==> src/rtl/wb_reg_slave_pkg.sv <==
// wb_reg_slave_pkg: Wishbone cycle/burst codes and FSM encoding.
// WB_REG_SLAVE_BURST_EN adds the BURST state.
package wb_reg_slave_pkg;

  localparam logic [2:0] CTI_CLASSIC = 3'b000;
  localparam logic [2:0] CTI_CONST   = 3'b001;
  localparam logic [2:0] CTI_INCR    = 3'b010;
  localparam logic [2:0] CTI_EOB     = 3'b111;

  localparam logic [1:0] BTE_LINEAR = 2'b00;
  localparam logic [1:0] BTE_WRAP4  = 2'b01;
  localparam logic [1:0] BTE_WRAP8  = 2'b10;
  localparam logic [1:0] BTE_WRAP16 = 2'b11;

`ifdef WB_REG_SLAVE_BURST_EN
  typedef enum logic [1:0] {
    ST_IDLE  = 2'd0,
    ST_RESP  = 2'd1,
    ST_BURST = 2'd2
  } state_t;
`else
  typedef enum logic [0:0] {
    ST_IDLE = 1'b0,
    ST_RESP = 1'b1
  } state_t;
`endif

endpackage

==> src/rtl/wb_reg_slave_addr_gen.sv <==
// wb_reg_slave_addr_gen: next burst word address and window overflow.
// Compiled only when WB_REG_SLAVE_BURST_EN is defined.
`ifdef WB_REG_SLAVE_BURST_EN
module wb_reg_slave_addr_gen
  import wb_reg_slave_pkg::*;
#(
  parameter int AW = 32,
  parameter int NUM_REGS = 4,
  parameter logic [AW-1:0] BASE_ADDRESS = 32'h9000_0000
) (
  input  logic [AW-3:0] i_wadr,
  input  logic [1:0]    i_bte,
  output logic [AW-3:0] o_wadr_nxt,
  output logic          o_ovf
);

  localparam int IW = $clog2(NUM_REGS);
  localparam int WW = AW - 2;

  logic [WW-1:0] w_inc;
  logic [WW-1:0] w_mask;

  assign w_inc = i_wadr + WW'(1);

  // Mask selects which word-address bits take the incremented value.
  always_comb begin
    w_mask = '1;
    unique case (i_bte)
      BTE_LINEAR: w_mask = '1;
      BTE_WRAP4:  w_mask = WW'(3);
      BTE_WRAP8:  w_mask = WW'(7);
      BTE_WRAP16: w_mask = WW'(15);
      default:    w_mask = '1;
    endcase
  end

  assign o_wadr_nxt = (i_wadr & ~w_mask) | (w_inc & w_mask);
  assign o_ovf = (o_wadr_nxt[WW-1:IW] != BASE_ADDRESS[AW-1:IW+2]);

endmodule
`endif

==> src/rtl/wb_reg_slave.sv <==
// wb_reg_slave: Wishbone B4 register-file slave with decode and err response.
// Define WB_REG_SLAVE_BURST_EN for registered-feedback incrementing bursts.
module wb_reg_slave
  import wb_reg_slave_pkg::*;
#(
  parameter int DW = 32,
  parameter int AW = 32,
  parameter int NUM_REGS = 4,
  parameter logic [AW-1:0] BASE_ADDRESS = 32'h9000_0000
) (
  input  logic                   wb_clk,
  input  logic                   wb_rst,
  input  logic [AW-1:0]          wb_adr_i,
  input  logic [DW-1:0]          wb_dat_i,
  input  logic [DW/8-1:0]        wb_sel_i,
  input  logic                   wb_we_i,
  input  logic                   wb_cyc_i,
  input  logic                   wb_stb_i,
  input  logic [2:0]             wb_cti_i,
  input  logic [1:0]             wb_bte_i,
  output logic [DW-1:0]          wb_dat_o,
  output logic                   wb_ack_o,
  output logic                   wb_err_o,
  output logic                   wb_rty_o,
  output logic [NUM_REGS*DW-1:0] reg_q_o,
  output logic [NUM_REGS-1:0]    wr_pulse_o
);

  localparam int IW = $clog2(NUM_REGS);
  localparam int NB = DW / 8;
`ifdef WB_REG_SLAVE_BURST_EN
  localparam int WAW = AW - 2;
`else
  localparam int WAW = IW;
`endif

  state_t r_state, w_state_nxt;

  logic [DW-1:0]       r_regs [NUM_REGS];
  logic [WAW-1:0]      r_wadr, w_wadr_nxt;
  logic [IW-1:0]       w_idx, w_rd_idx;
  logic [DW-1:0]       r_dat;
  logic [NUM_REGS-1:0] r_pulse;
  logic r_ack, w_ack_nxt;
  logic r_err, w_err_nxt;
  logic w_ld, w_rd_hit;
  logic w_req, w_req_hit;
  logic w_beat, w_wr;

  assign w_req = wb_cyc_i & wb_stb_i;
  assign w_req_hit =
    (wb_adr_i[AW-1:IW+2] == BASE_ADDRESS[AW-1:IW+2]) &&
    (wb_adr_i[1:0] == 2'b00);
  assign w_beat = r_ack & wb_cyc_i & wb_stb_i;
  assign w_wr = w_beat & wb_we_i;
  assign w_idx = r_wadr[IW-1:0];
  assign w_rd_idx = w_wadr_nxt[IW-1:0];

`ifdef WB_REG_SLAVE_BURST_EN
  logic [WAW-1:0] w_burst_nxt;
  logic           w_burst_ovf;
  logic           w_burst_req;

  wb_reg_slave_addr_gen #(
    .AW(AW),
    .NUM_REGS(NUM_REGS),
    .BASE_ADDRESS(BASE_ADDRESS)
  ) u_addr_gen (
    .i_wadr(r_wadr),
    .i_bte(wb_bte_i),
    .o_wadr_nxt(w_burst_nxt),
    .o_ovf(w_burst_ovf)
  );

  assign w_burst_req = (wb_cti_i == CTI_INCR);
`else
  logic w_unused;
  assign w_unused = ^{wb_cti_i, wb_bte_i};
`endif

  always_comb begin
    w_state_nxt = r_state;
    w_ack_nxt = 1'b0;
    w_err_nxt = 1'b0;
    w_ld = 1'b0;
    w_rd_hit = 1'b0;
    w_wadr_nxt = r_wadr;
    unique case (r_state)
      ST_IDLE: begin
        if (w_req) begin
          w_ld = 1'b1;
          w_wadr_nxt = wb_adr_i[WAW+1:2];
          w_rd_hit = w_req_hit;
          w_ack_nxt = w_req_hit;
          w_err_nxt = !w_req_hit;
          w_state_nxt = ST_RESP;
`ifdef WB_REG_SLAVE_BURST_EN
          if (w_req_hit && w_burst_req)
            w_state_nxt = ST_BURST;
`endif
        end
      end
      ST_RESP: w_state_nxt = ST_IDLE;
`ifdef WB_REG_SLAVE_BURST_EN
      ST_BURST: begin
        if (!wb_cyc_i) begin
          w_state_nxt = ST_IDLE;
        end else if (w_beat) begin
          if (!w_burst_req) begin
            w_state_nxt = ST_IDLE;
          end else begin
            w_ld = 1'b1;
            w_wadr_nxt = w_burst_nxt;
            w_rd_hit = !w_burst_ovf;
            w_ack_nxt = !w_burst_ovf;
            w_err_nxt = w_burst_ovf;
            if (w_burst_ovf)
              w_state_nxt = ST_RESP;
          end
        end else begin
          // Wait state: address and data hold, ack follows stb.
          w_ack_nxt = wb_stb_i;
        end
      end
`endif
      default: w_state_nxt = ST_IDLE;
    endcase
  end

  always_ff @(posedge wb_clk or negedge wb_rst) begin
    if (!wb_rst) begin
      r_state <= ST_IDLE;
      r_ack <= 1'b0;
      r_err <= 1'b0;
      r_dat <= '0;
      r_wadr <= '0;
      r_pulse <= '0;
    end else begin
      r_state <= w_state_nxt;
      r_ack <= w_ack_nxt;
      r_err <= w_err_nxt;
      if (w_ld) begin
        r_wadr <= w_wadr_nxt;
        r_dat <= w_rd_hit ? r_regs[w_rd_idx] : '0;
      end
      r_pulse <= '0;
      if (w_wr)
        r_pulse[w_idx] <= 1'b1;
    end
  end

  always_ff @(posedge wb_clk or negedge wb_rst) begin
    if (!wb_rst) begin
      for (int i = 0; i < NUM_REGS; i++)
        r_regs[i] <= '0;
    end else if (w_wr) begin
      for (int b = 0; b < NB; b++)
        if (wb_sel_i[b])
          r_regs[w_idx][b*8 +: 8] <= wb_dat_i[b*8 +: 8];
    end
  end

  for (genvar g = 0; g < NUM_REGS; g++) begin : g_q
    assign reg_q_o[g*DW +: DW] = r_regs[g];
  end

  assign wb_dat_o = r_dat;
  assign wb_ack_o = r_ack;
  assign wb_err_o = r_err;
  assign wb_rty_o = 1'b0;
  assign wr_pulse_o = r_pulse;

endmodule

==> config.mk <==
export PLATFORM = sky130hd
export DESIGN_NAME = wb_reg_slave
export DESIGN_NICKNAME = d
export VERILOG_FILES = /design/src/rtl/wb_reg_slave_pkg.sv /design/src/rtl/wb_reg_slave_addr_gen.sv /design/src/rtl/wb_reg_slave.sv
export SDC_FILE = /design/constraint.sdc
export NUM_CORES = 1
export LEC_CHECK = 0
export ABC_AREA = 1
export CORE_MARGIN = 4
export CORE_UTILIZATION = 38
export CTS_BUF_LIST = sky130_fd_sc_hd__clkbuf_4
export CTS_CLUSTER_DIAMETER = 100
export DETAILED_ROUTE_END_ITERATION = 6
export DONT_BUFFER_PORTS = 1
export PLACE_DENSITY = 0.52
export SLEW_MARGIN = 20
export SYNTH_ARGS = -nofsm -noshare
export SYNTH_HDL_FRONTEND = slang
export SYNTH_HIERARCHICAL = 1
export SYNTH_SLANG_ARGS = --single-unit
==> constraint.sdc <==
create_clock -name wb_clk -period 1.3 [get_ports wb_clk]
set_input_delay 0.195 -clock wb_clk [delete_from_list [all_inputs] [get_ports wb_clk]]
set_output_delay 0.195 -clock wb_clk [all_outputs]
set_load 0.01 [all_outputs]
## Word-level counts from Yosys, hierarchy flattened

Cells that the tools add are included.
Widths: inputs -> output; s select.

| word-level totals | value |
|---|---|
| output and inout bits | 167 |
| word-level logic and storage cells | 63 |
| bits in registers | 169 |

| cells by class | value |
|---|---|
| multiplexer cells | 35 |
| magnitude comparators | 5 |
| bitwise gates (word level) | 7 |
| equal/unequal tests | 1 |
| reductions and logical operators | 5 |

Operator list:

| cell | number |
|---|---|
| $mux 128 | 7 |
| $bwmux 128 | 4 |
| $demux 32 s2 | 4 |
| $mux 32 | 4 |
| $bmux 32 s2 | 1 |
| $eq 28x28->1 const B | 1 |
| $mux 24 | 1 |
| $mux 16 | 1 |
| $mux 8 | 1 |
| $mux 1 | 7 |
| $ge 3x3->1 const B | 2 |
| $not 2->3 | 2 |
| $and 1x1->1 | 4 |
| $mux 2 | 2 |
| $mux 4 | 1 |
| $logic_and 1x1->1 | 3 |
| $lt 2x3->1 const B | 1 |
| $lt 3x1->1 const B | 1 |
| $demux 1 s2 | 1 |
| $ge 2x1->1 const B | 1 |
| $logic_not 2->1 | 1 |
| $pmux 1 s2 | 1 |
| $logic_not 1->1 | 1 |
| $not 1->1 | 1 |

## Logic depth before layout (Yosys ltp)

Gate-level depths: netlist (run 1).

| logic depth | value |
|---|---|
| depth in word-level cells | 16 |
| gate-level depth with buffers | 11 |
| mapped depth without buffers | 9 |

## Worst setup path after synthesis (run 1)

OpenSTA, ideal clock, no wires.

| timing path | value |
|---|---|
| path type | register to register |
| from | register r_ack, in the netlist wb_ack_o |
| to | register r_regs (netlist bit reg_q_o[125]) |
| path slack | -129 ps |
| arrival | 1,310 ps |
| cell stages (with the launch flop) | 7 |
| required time | 1,181 ps |
| setup time | 119 ps |
| period minus slack after synthesis | 1,429 ps |
| buffers on the path | 1 |
| path through | dfrtp_1 -> nand4_4 -> nor3_4 -> nand2_2 -> buf_6 -> nand2_1 -> o21ai_2 |

| on the way | value |
|---|---|
| word-level cells in the longest chain between the ends | 3 |

RTL lines:

| item | line | RTL |
|---|---|---|
| start, declared | wb_reg_slave.sv:44 | `logic r_ack, w_ack_nxt;` |
| start signal, assigned | wb_reg_slave.sv:140 | `r_ack <= w_ack_nxt;` |
| $and 1x1->1 (2 in series) | wb_reg_slave.sv:54 | `assign w_beat = r_ack & wb_cyc_i & wb_stb_i;` |
| $and 1x1->1 | wb_reg_slave.sv:55 | `assign w_wr = w_beat & wb_we_i;` |
| end signal, assigned by index | wb_reg_slave.sv:159 | `r_regs[w_idx][b*8 +: 8] <= wb_dat_i[b*8 +: 8];` |
| end, declared | wb_reg_slave.sv:39 | `logic [DW-1:0] r_regs [NUM_REGS];` |

No other way between the ends.
A chain may end at the register's enable or synchronous reset.

## Worst setup path in the final report (run 1)

| timing path | value |
|---|---|
| from | register r_ack, in the netlist wb_ack_o |
| to | register r_regs (netlist bit reg_q_o[12]) |

The elaborated chain is that of the path after synthesis.

==> results of run 1 <==
==> state kept, by name, summed over array words and instances, names as in the netlist <==
| register | flops |
|---|---|
| r_state | 1 |
| wr_pulse_o | 4 |
| wb_ack_o | 1 |
| reg_q_o | 128 |
| wb_err_o | 1 |
| wb_dat_o | 32 |
| r_wadr | 2 |
==> worst max-delay path: cells and delay by family (launching register included) <==
kind            cells  cell delay, ns
buf+inv             2            0.27
simple gates        4            0.69
compound gates      1            0.05
flops               1            0.42
==> worst max path at each step <==
stage	to
2_1_floorplan	reg_q_o[125]$_DFFE_PN0P_
3_3_place_gp	reg_q_o[19]$_DFFE_PN0P_
3_5_place_dp	wb_dat_o[30]$_DFFE_PN0P_
4_1_cts	wb_dat_o[25]$_DFFE_PN0P_
5_1_grt	reg_q_o[26]$_DFFE_PN0P_
6_report	reg_q_o[12]$_DFFE_PN0P_
==> through the flow <==
| step | setup TNS (ns) | area, sq um |
|---|---|---|
| 2_1_floorplan | -6.10 | 8350 |
| 3_3_place_gp | -24.34 | 8920 |
| 3_5_place_dp | -27.05 | 8920 |
| 4_1_cts | -28.30 | 10700 |
| 5_1_grt | -43.24 | 12100 |
| 6_report | -27.97 | 12100 |
==> metal layers <==
| layer | part of all wire (%) | routed length (um) |
|---|---|---|
| met3 | 8.2 | 2520 |
| met5 | 0 | 0 |
| met4 | 1.3 | 400 |
| met1 | 41 | 12700 |
| met2 | 49 | 15100 |
==> kinds of logic after synthesis <==
| logic type | count (synthesis) | synth area share [%] |
|---|---|---|
| compound gates | 130 | 9.30 |
| buf+inv | 239 | 12.4 |
| flops | 169 | 51.0 |
| other cells | 1 | 0.0452 |
| simple gates | 522 | 27.2 |
==> cell type report <==
| class | count | area share (%) |
|---|---|---|
| inverters | 188 | 5.84 |
| diodes | 1 | 0.0206 |
| repair buffers | 149 | 16.9 |
| well taps | 275 | 2.84 |
| clock buffers | 18 | 1.11 |
| flip-flops and latches | 169 | 36.0 |
| multi-input cells | 665 | 36.1 |
| clock inverters | 14 | 1.21 |
==> power groups by stage <==
stage                     Clock (W)  Combinational (W)  Sequential (W)
after detailed placement          0            0.00130         0.00538
after global routing        0.00352            0.00238         0.00529
after floorplan                   0           0.000838         0.00539
after global placement            0            0.00129         0.00538
after CTS                   0.00327            0.00160         0.00528
final                       0.00318            0.00221         0.00529
==> what timing repair did <==
item,in CTS,in global routing
hold buffers,62,8
hold endpoints to repair,301,267
cloned,15,17
buffers inserted,11,7
resized for setup,140,318
pin swaps,6,85
endpoints found under the setup margin,161,287
==> layout by cell type, fill, tap and decap left out, types with 12 or more instances in the layout <==
cell | Yosys | layout
clkbuf_16 | 0 | 12
dfrtp_1 | 169 | 58
clkbuf_4 | 0 | 18
dlygate4sd3_1 | 0 | 63
nand2_8 | 0 | 21
nand2_4 | 2 | 53
nand2_2 | 14 | 82
buf_4 | 1 | 16
nand3_2 | 0 | 47
nand2_1 | 344 | 216
dfrtp_2 | 0 | 111
buf_12 | 0 | 26
buf_6 | 12 | 20
nand3_1 | 132 | 83
nor2_1 | 18 | 15
o21ai_2 | 32 | 61
o21ai_1 | 32 | 67
inv_1 | 186 | 184
==> run_results.csv, run 1 <==
group,metric,value,unit
outcome,status,"finished with violations",
outcome,violations,"hold timing, setup timing",
hold_path,hold_path.class,"in -> async",
die,die_area,24200,sq um
worst_setup_path,end_kind,"flip-flop",
clocking,h-tree-depth,4,
clocking,clock_path_buffers,2,
timing,tightest_slew,0.975,ns
worst_setup_path,timing.rr.end,"reg_q_o[12]$_DFFE_PN0P_",
routing,drtAntennaViolNets,0,
grt,grt-busiest-layer,"met2",
cells_and_area,n_fill_cell,1858,
worst_setup_path,worstSetupPathType,"reg -> reg",
grt,use_met2,38.3,%
routing,drt_iter0_markers,356,
synth,yosys_warnings,6,
timing,holdWs,-0.670,ns
cells_and_area,area_delta_synth_final,46.3,%
routing,drc,0,
die,rows,53,
grt,grt_usage,23.1,%
placement,numPortBuffers,0,
worst_setup_path,r2r_slack,-0.22,ns
timing,max_freq,656,MHz
grt,grt_use_met3,7.96,%
worst_setup_path,reg2reg_depth,7,
worst_setup_path,cp-startpoint,"wb_ack_o$_DFF_PN0_",
timing,finalMaxSlewViolations,0,
cells_and_area,fin_util,57.1,%
routing,wire_per_inst,20.8,um
worst_setup_path,cpPeakStageDelay,0.42,ns
synth,synth_seq_cells,169,
grt,grt_pass1_vias,7454,
clocking,clock-sinks,169,
worst_setup_path,path_max_fanout,8,
synth,syn_nets,1139,
worst_setup_path,path_cells,"nand4_4, nor3_4, buf_6, buf_8, nand2_8, nand2_1, o21ai_2",
worst_setup_path,start_kind,"flip-flop",
cells_and_area,fin_nets,1268,
placement,hpwl,17100,um
power_and_ir_drop,power.internal,0.00746,W
clocking,clk_pin_slew_worst_paths,0.15,ns
clocking,cts_buffers,17,
synth,synthArstFlopShare,100,%
routing,vias_per_cell,5.14,
synth,synthMostInstantiatedCell,"nand2_1",
die,pin_count,245,
routing,drt-pass1-iter-count,5,
grt,grt_max_degree,170,
worst_setup_path,regToRegStartpoint,"wb_ack_o$_DFF_PN0_",
cells_and_area,drive_gt1_share,42.1,%
synth,synthesis.area,8290,sq um
synth,synth_area_leaders,"dfrtp_1 51%, nand2_1 16%, inv_1 8.4%",
timing,rsz0062_at_grt,"yes",
routing,vias,7601,
worst_setup_path,required,1.75,ns
timing,setup_ws,-0.224,ns
timing,min_period,1.52,ns
flow_run,maxCapViolCount,0,
power_and_ir_drop,ir_drop,0.818,mV
synth,synthCells,1061,
die,die_w,156,um
power_and_ir_drop,p_seq_share,49.5,%
cells_and_area,fin_cells,1479,
power_and_ir_drop,power,0.0107,W
cells_and_area,regArea,4370,sq um
synth,synth_top_area_cell,"dfrtp_1",
die,start_util,39.1,%
synth,synth_common_cells,"344 x nand2_1, 186 x inv_1, 169 x dfrtp_1, 132 x nand3_1, 65 x o21ai_0",
synth,syn_area_per_cell,7.81,sq um
power_and_ir_drop,power_density,881,nW/um^2
timing,slew_headroom,34.8,%
timing,setup_viol,163,
power_and_ir_drop,power.switching,0.00322,W
power_and_ir_drop,p_comb_share,20.7,%
placement,dp_cells,1332,
die,core_area,21200,sq um
placement,place_ws,-0.234,ns
worst_setup_path,worstPathArrival,1.98,ns
grt,grt_first_pass_wirelength,43500,um
synth,synth_cell_types,23,
power_and_ir_drop,swShare,30.2,%
worst_setup_path,crit_slowest_cell,"dfrtp_1",
die,die-height,156,um
clocking,cts_tree,"built",
synth,yosys_most_used_dff,"dfrtp_1",
clocking,clock_latency,0.56,ns
grt,use_met1,29.4,%
power_and_ir_drop,power_leakage,5.52,nW
synth,synth-edff-count,0,
grt,antenna_found_initial,1,
clocking,cts_root_buffer,"clkbuf_4",
power_and_ir_drop,pwr-share-clk,29.8,%
timing,finalHoldViolCount,233,
cells_and_area,multi_input_area,4370,sq um
timing,clock_skew,0.0183,ns
grt,grt_overflow,0,
routing,routed_wl,30800,um
synth,synth_top_area_share,51.0,%
synth,ys_seq_area_share,51.0,%
placement,gp_congestion,0.792,
timing,min_period_over_period,117,%
No activity file was read; power rests on OpenSTA's default activity.
==> run 2, diff against run 1 <==
--- a/config.mk
+++ b/config.mk
@@ -5,7 +5,7 @@
 export SDC_FILE = /design/constraint.sdc
 export NUM_CORES = 1
 export LEC_CHECK = 0
-export ABC_AREA = 1
+export ABC_AREA = 0
 export CORE_MARGIN = 4
 export CORE_UTILIZATION = 38
 export CTS_BUF_LIST = sky130_fd_sc_hd__clkbuf_4
==> run 2 against run 1 <==
Compared with the run above: the flow still finishes with violations (hold timing, setup timing); combinational power decreased by 61%; synthesized area decreased by 8.1%; sequential cell count unchanged; clock-buffer cell count decreased by 1; sequential share of layout area increased by 8.1 points; first-iteration DRC count decreased by 35%.
==> run_results.csv, run 2 <==
group,metric,value,unit
power_and_ir_drop,swShare,27.1,%
hold_path,hold_path.class,"in -> async",
timing,rsz0062_at_grt,"yes",
synth,synth_seq_cells,169,
routing,drtAntennaViolNets,0,
die,core_area,19600,sq um
synth,synth-edff-count,0,
grt,antenna_found_initial,1,
synth,synthArstFlopShare,100,%
worst_setup_path,path_max_fanout,8,
worst_setup_path,regToRegStartpoint,"r_wadr[0]$_DFFE_PN0P_",
grt,grt_pass1_vias,5526,
cells_and_area,fin_nets,732,
placement,place_area,8600,sq um
power_and_ir_drop,power,0.00885,W
grt,grt_first_pass_wirelength,33800,um
placement,dp_cells,851,
timing,max_freq,626,MHz
outcome,status,"finished with violations",
grt,grt_usage,19.8,%
timing,finalHoldViolCount,263,
clocking,cts_root_buffer,"clkbuf_4",
clocking,clock-sinks,169,
timing,min_period,1.60,ns
placement,gp_congestion,0.784,
grt,grt_overflow,0,
clocking,cts_buffers,17,
routing,vias_per_cell,5.45,
timing,finalMaxSlewViolations,0,
worst_setup_path,reg2reg_depth,6,
cells_and_area,multi_input_area,3740,sq um
placement,numPortBuffers,0,
worst_setup_path,timing.rr.end,"reg_q_o[1]$_DFFE_PN0P_",
synth,synthCells,567,
timing,slew_headroom,62.2,%
die,die-height,150,um
synth,yosys_warnings,6,
worst_setup_path,worstSetupPathType,"reg -> reg",
synth,synth_cell_types,34,
cells_and_area,fin_cells,932,
worst_setup_path,worstPathArrival,2.03,ns
timing,clock_skew,0.0256,ns
synth,ys_seq_area_share,55.5,%
clocking,clk_pin_slew_worst_paths,0.14,ns
outcome,violations,"hold timing, setup timing",
power_and_ir_drop,p_seq_share,59.8,%
worst_setup_path,start_kind,"flip-flop",
timing,tns,-35.81,ns
clocking,clock_latency,0.55,ns
power_and_ir_drop,power_leakage,4.47,nW
synth,synthMostInstantiatedCell,"dfrtp_1",
die,start_util,38.9,%
synth,synth_top_area_share,55.5,%
synth,syn_area_per_cell,13.4,sq um
flow_run,maxCapViolCount,0,
cells_and_area,final_cell_mix,"122 x mux2_2, 121 x dfrtp_1, 48 x dfrtp_2",
die,rows,51,
routing,drc,0,
timing,min_period_over_period,123,%
clocking,clock_path_buffers,2,
power_and_ir_drop,p_comb_share,9.8,%
cells_and_area,final_common_cell,"mux2_2",
routing,wire_per_inst,23.4,um
grt,grt_max_degree,170,
placement,hpwl,14600,um
synth,synth_top_area_cell,"dfrtp_1",
cells_and_area,regArea,4290,sq um
worst_setup_path,end_kind,"flip-flop",
clocking,cts_tree,"built",
cells_and_area,largest_register_ffs,128,
die,die_area,22400,sq um
power_and_ir_drop,pwr-share-clk,30.5,%
timing,setup_viol,162,
synth,syn_nets,645,
routing,drt-pass1-iter-count,5,
synth,synth_area_leaders,"dfrtp_1 56%, mux2_2 23%, a211oi_1 3.1%",
power_and_ir_drop,ir_drop,0.492,mV
timing,setup_ws,-0.298,ns
synth,yosys_most_used_dff,"dfrtp_1",
power_and_ir_drop,power.switching,0.00240,W
synth,synth_common_cells,"169 x dfrtp_1, 156 x mux2_2, 35 x nand2_1",
power_and_ir_drop,power_density,911,nW/um^2
worst_setup_path,r2r_slack,-0.30,ns
synth,synthesis.area,7620,sq um
routing,drt_iter0_markers,233,
routing,vias,5075,
timing,holdWs,-0.678,ns
timing,tightest_slew,0.566,ns
cells_and_area,n_fill_cell,1760,
power_and_ir_drop,power.internal,0.00645,W
die,pin_count,245,
cells_and_area,drive_gt1_share,55.9,%
routing,routed_wl,21800,um
cells_and_area,area_delta_synth_final,27.5,%
clocking,h-tree-depth,4,
cells_and_area,finalInstanceArea,9710,sq um
worst_setup_path,required,1.73,ns
die,die_w,150,um
==> run 2: cell types whose count changed in the layout (fill, tap and decap cells not counted), sizes merged, moves of 9 or more <==
cell,change
nand3,-131
o22ai,+31
buf,-9
inv,-184
nor2,-17
dlygate4sd3,-26
clkbuf,-13
o31ai,+32
nor2b,+31
mux2,+159
o21ai,-128
nand2,-325
a211oi,+31
==> run 2: worst max-delay path, stage by stage (launching register included) <==
cell and delay, ns:
dfrtp_2 0.46, buf_6 0.13, nor3_4 0.19, buf_6 0.14
and2_4 0.15, buf_12 0.13, mux2_4 0.30
==> run 2: power by group through the flow <==
stage	clock network, W	registers [W]	logic (W)
after floorplan	0	0.00540	0.000498
after global placement	0	0.00539	0.000592
after detailed placement	0	0.00539	0.000600
after CTS	0.00285	0.00529	0.000856
after global routing	0.00309	0.00529	0.000924
final	0.00269	0.00529	0.000865
==> run 2: repair_timing <==
| item | 4_1_cts | 5_1_grt |
|---|---|---|
| setup buffers | 8 | 4 |
| endpoints found under the hold margin | 335 | 277 |
| gates resized for setup | 77 | 47 |
| endpoints found under the setup margin | 191 | 257 |
| hold buffers | 36 | 1 |
| pin swaps | 23 | 8 |
| cloned | 1 | 0 |
==> run 2: layout make-up <==
cell class,instances,area share (%)
clock buffers,17,1.31
flip-flops and latches,169,44.2
multi-input cells,361,38.5
inverters,5,0.219
well taps,265,3.41
diodes,1,0.0258
repair buffers,100,11.3
clock inverters,14,1.04
==> run 2: cells by family after synthesis <==
kind of cell,Yosys count,synth area share (%)
compound gates,97,9.26
flops,169,55.5
simple gates,102,8.92
buf+inv,37,2.36
other cells,1,0.0492
mux,161,23.9
==> run 2: layer usage <==
metal | vias up | global-route usage, % | routed length [um]
li1 | 2274 | - | -
met1 | 2633 | 24.3 | 8690
met2 | 159 | 33.0 | 11100
met3 | 9 | 7.72 | 1900
met5 | - | 0 | 0
met4 | 0 | 4.62 | 108
==> run 2: worst max-delay path by stage <==
stage / slack (ns) / from / cells past startpoint / endpoint
after global routing: -0.35 / wb_ack_o$_DFF_PN0_ / 6 / reg_q_o[49]$_DFFE_PN0P_
final: -0.30 / r_wadr[0]$_DFFE_PN0P_ / 6 / reg_q_o[1]$_DFFE_PN0P_
after CTS: -0.31 / wb_ack_o$_DFF_PN0_ / 6 / reg_q_o[8]$_DFFE_PN0P_
after global placement: -0.31 / wb_ack_o$_DFF_PN0_ / 5 / reg_q_o[0]$_DFFE_PN0P_
after detailed placement: -0.32 / wb_ack_o$_DFF_PN0_ / 5 / reg_q_o[0]$_DFFE_PN0P_
after floorplan: -0.23 / wb_ack_o$_DFF_PN0_ / 4 / reg_q_o[125]$_DFFE_PN0P_
==> run 2: stage by stage <==
stage,util (%),worst slack [ns]
after floorplan,-,-0.232
after global placement,43.9,-0.305
after detailed placement,43.9,-0.318
after CTS,48.9,-0.309
after global routing,49.6,-0.354
final,49.6,-0.298
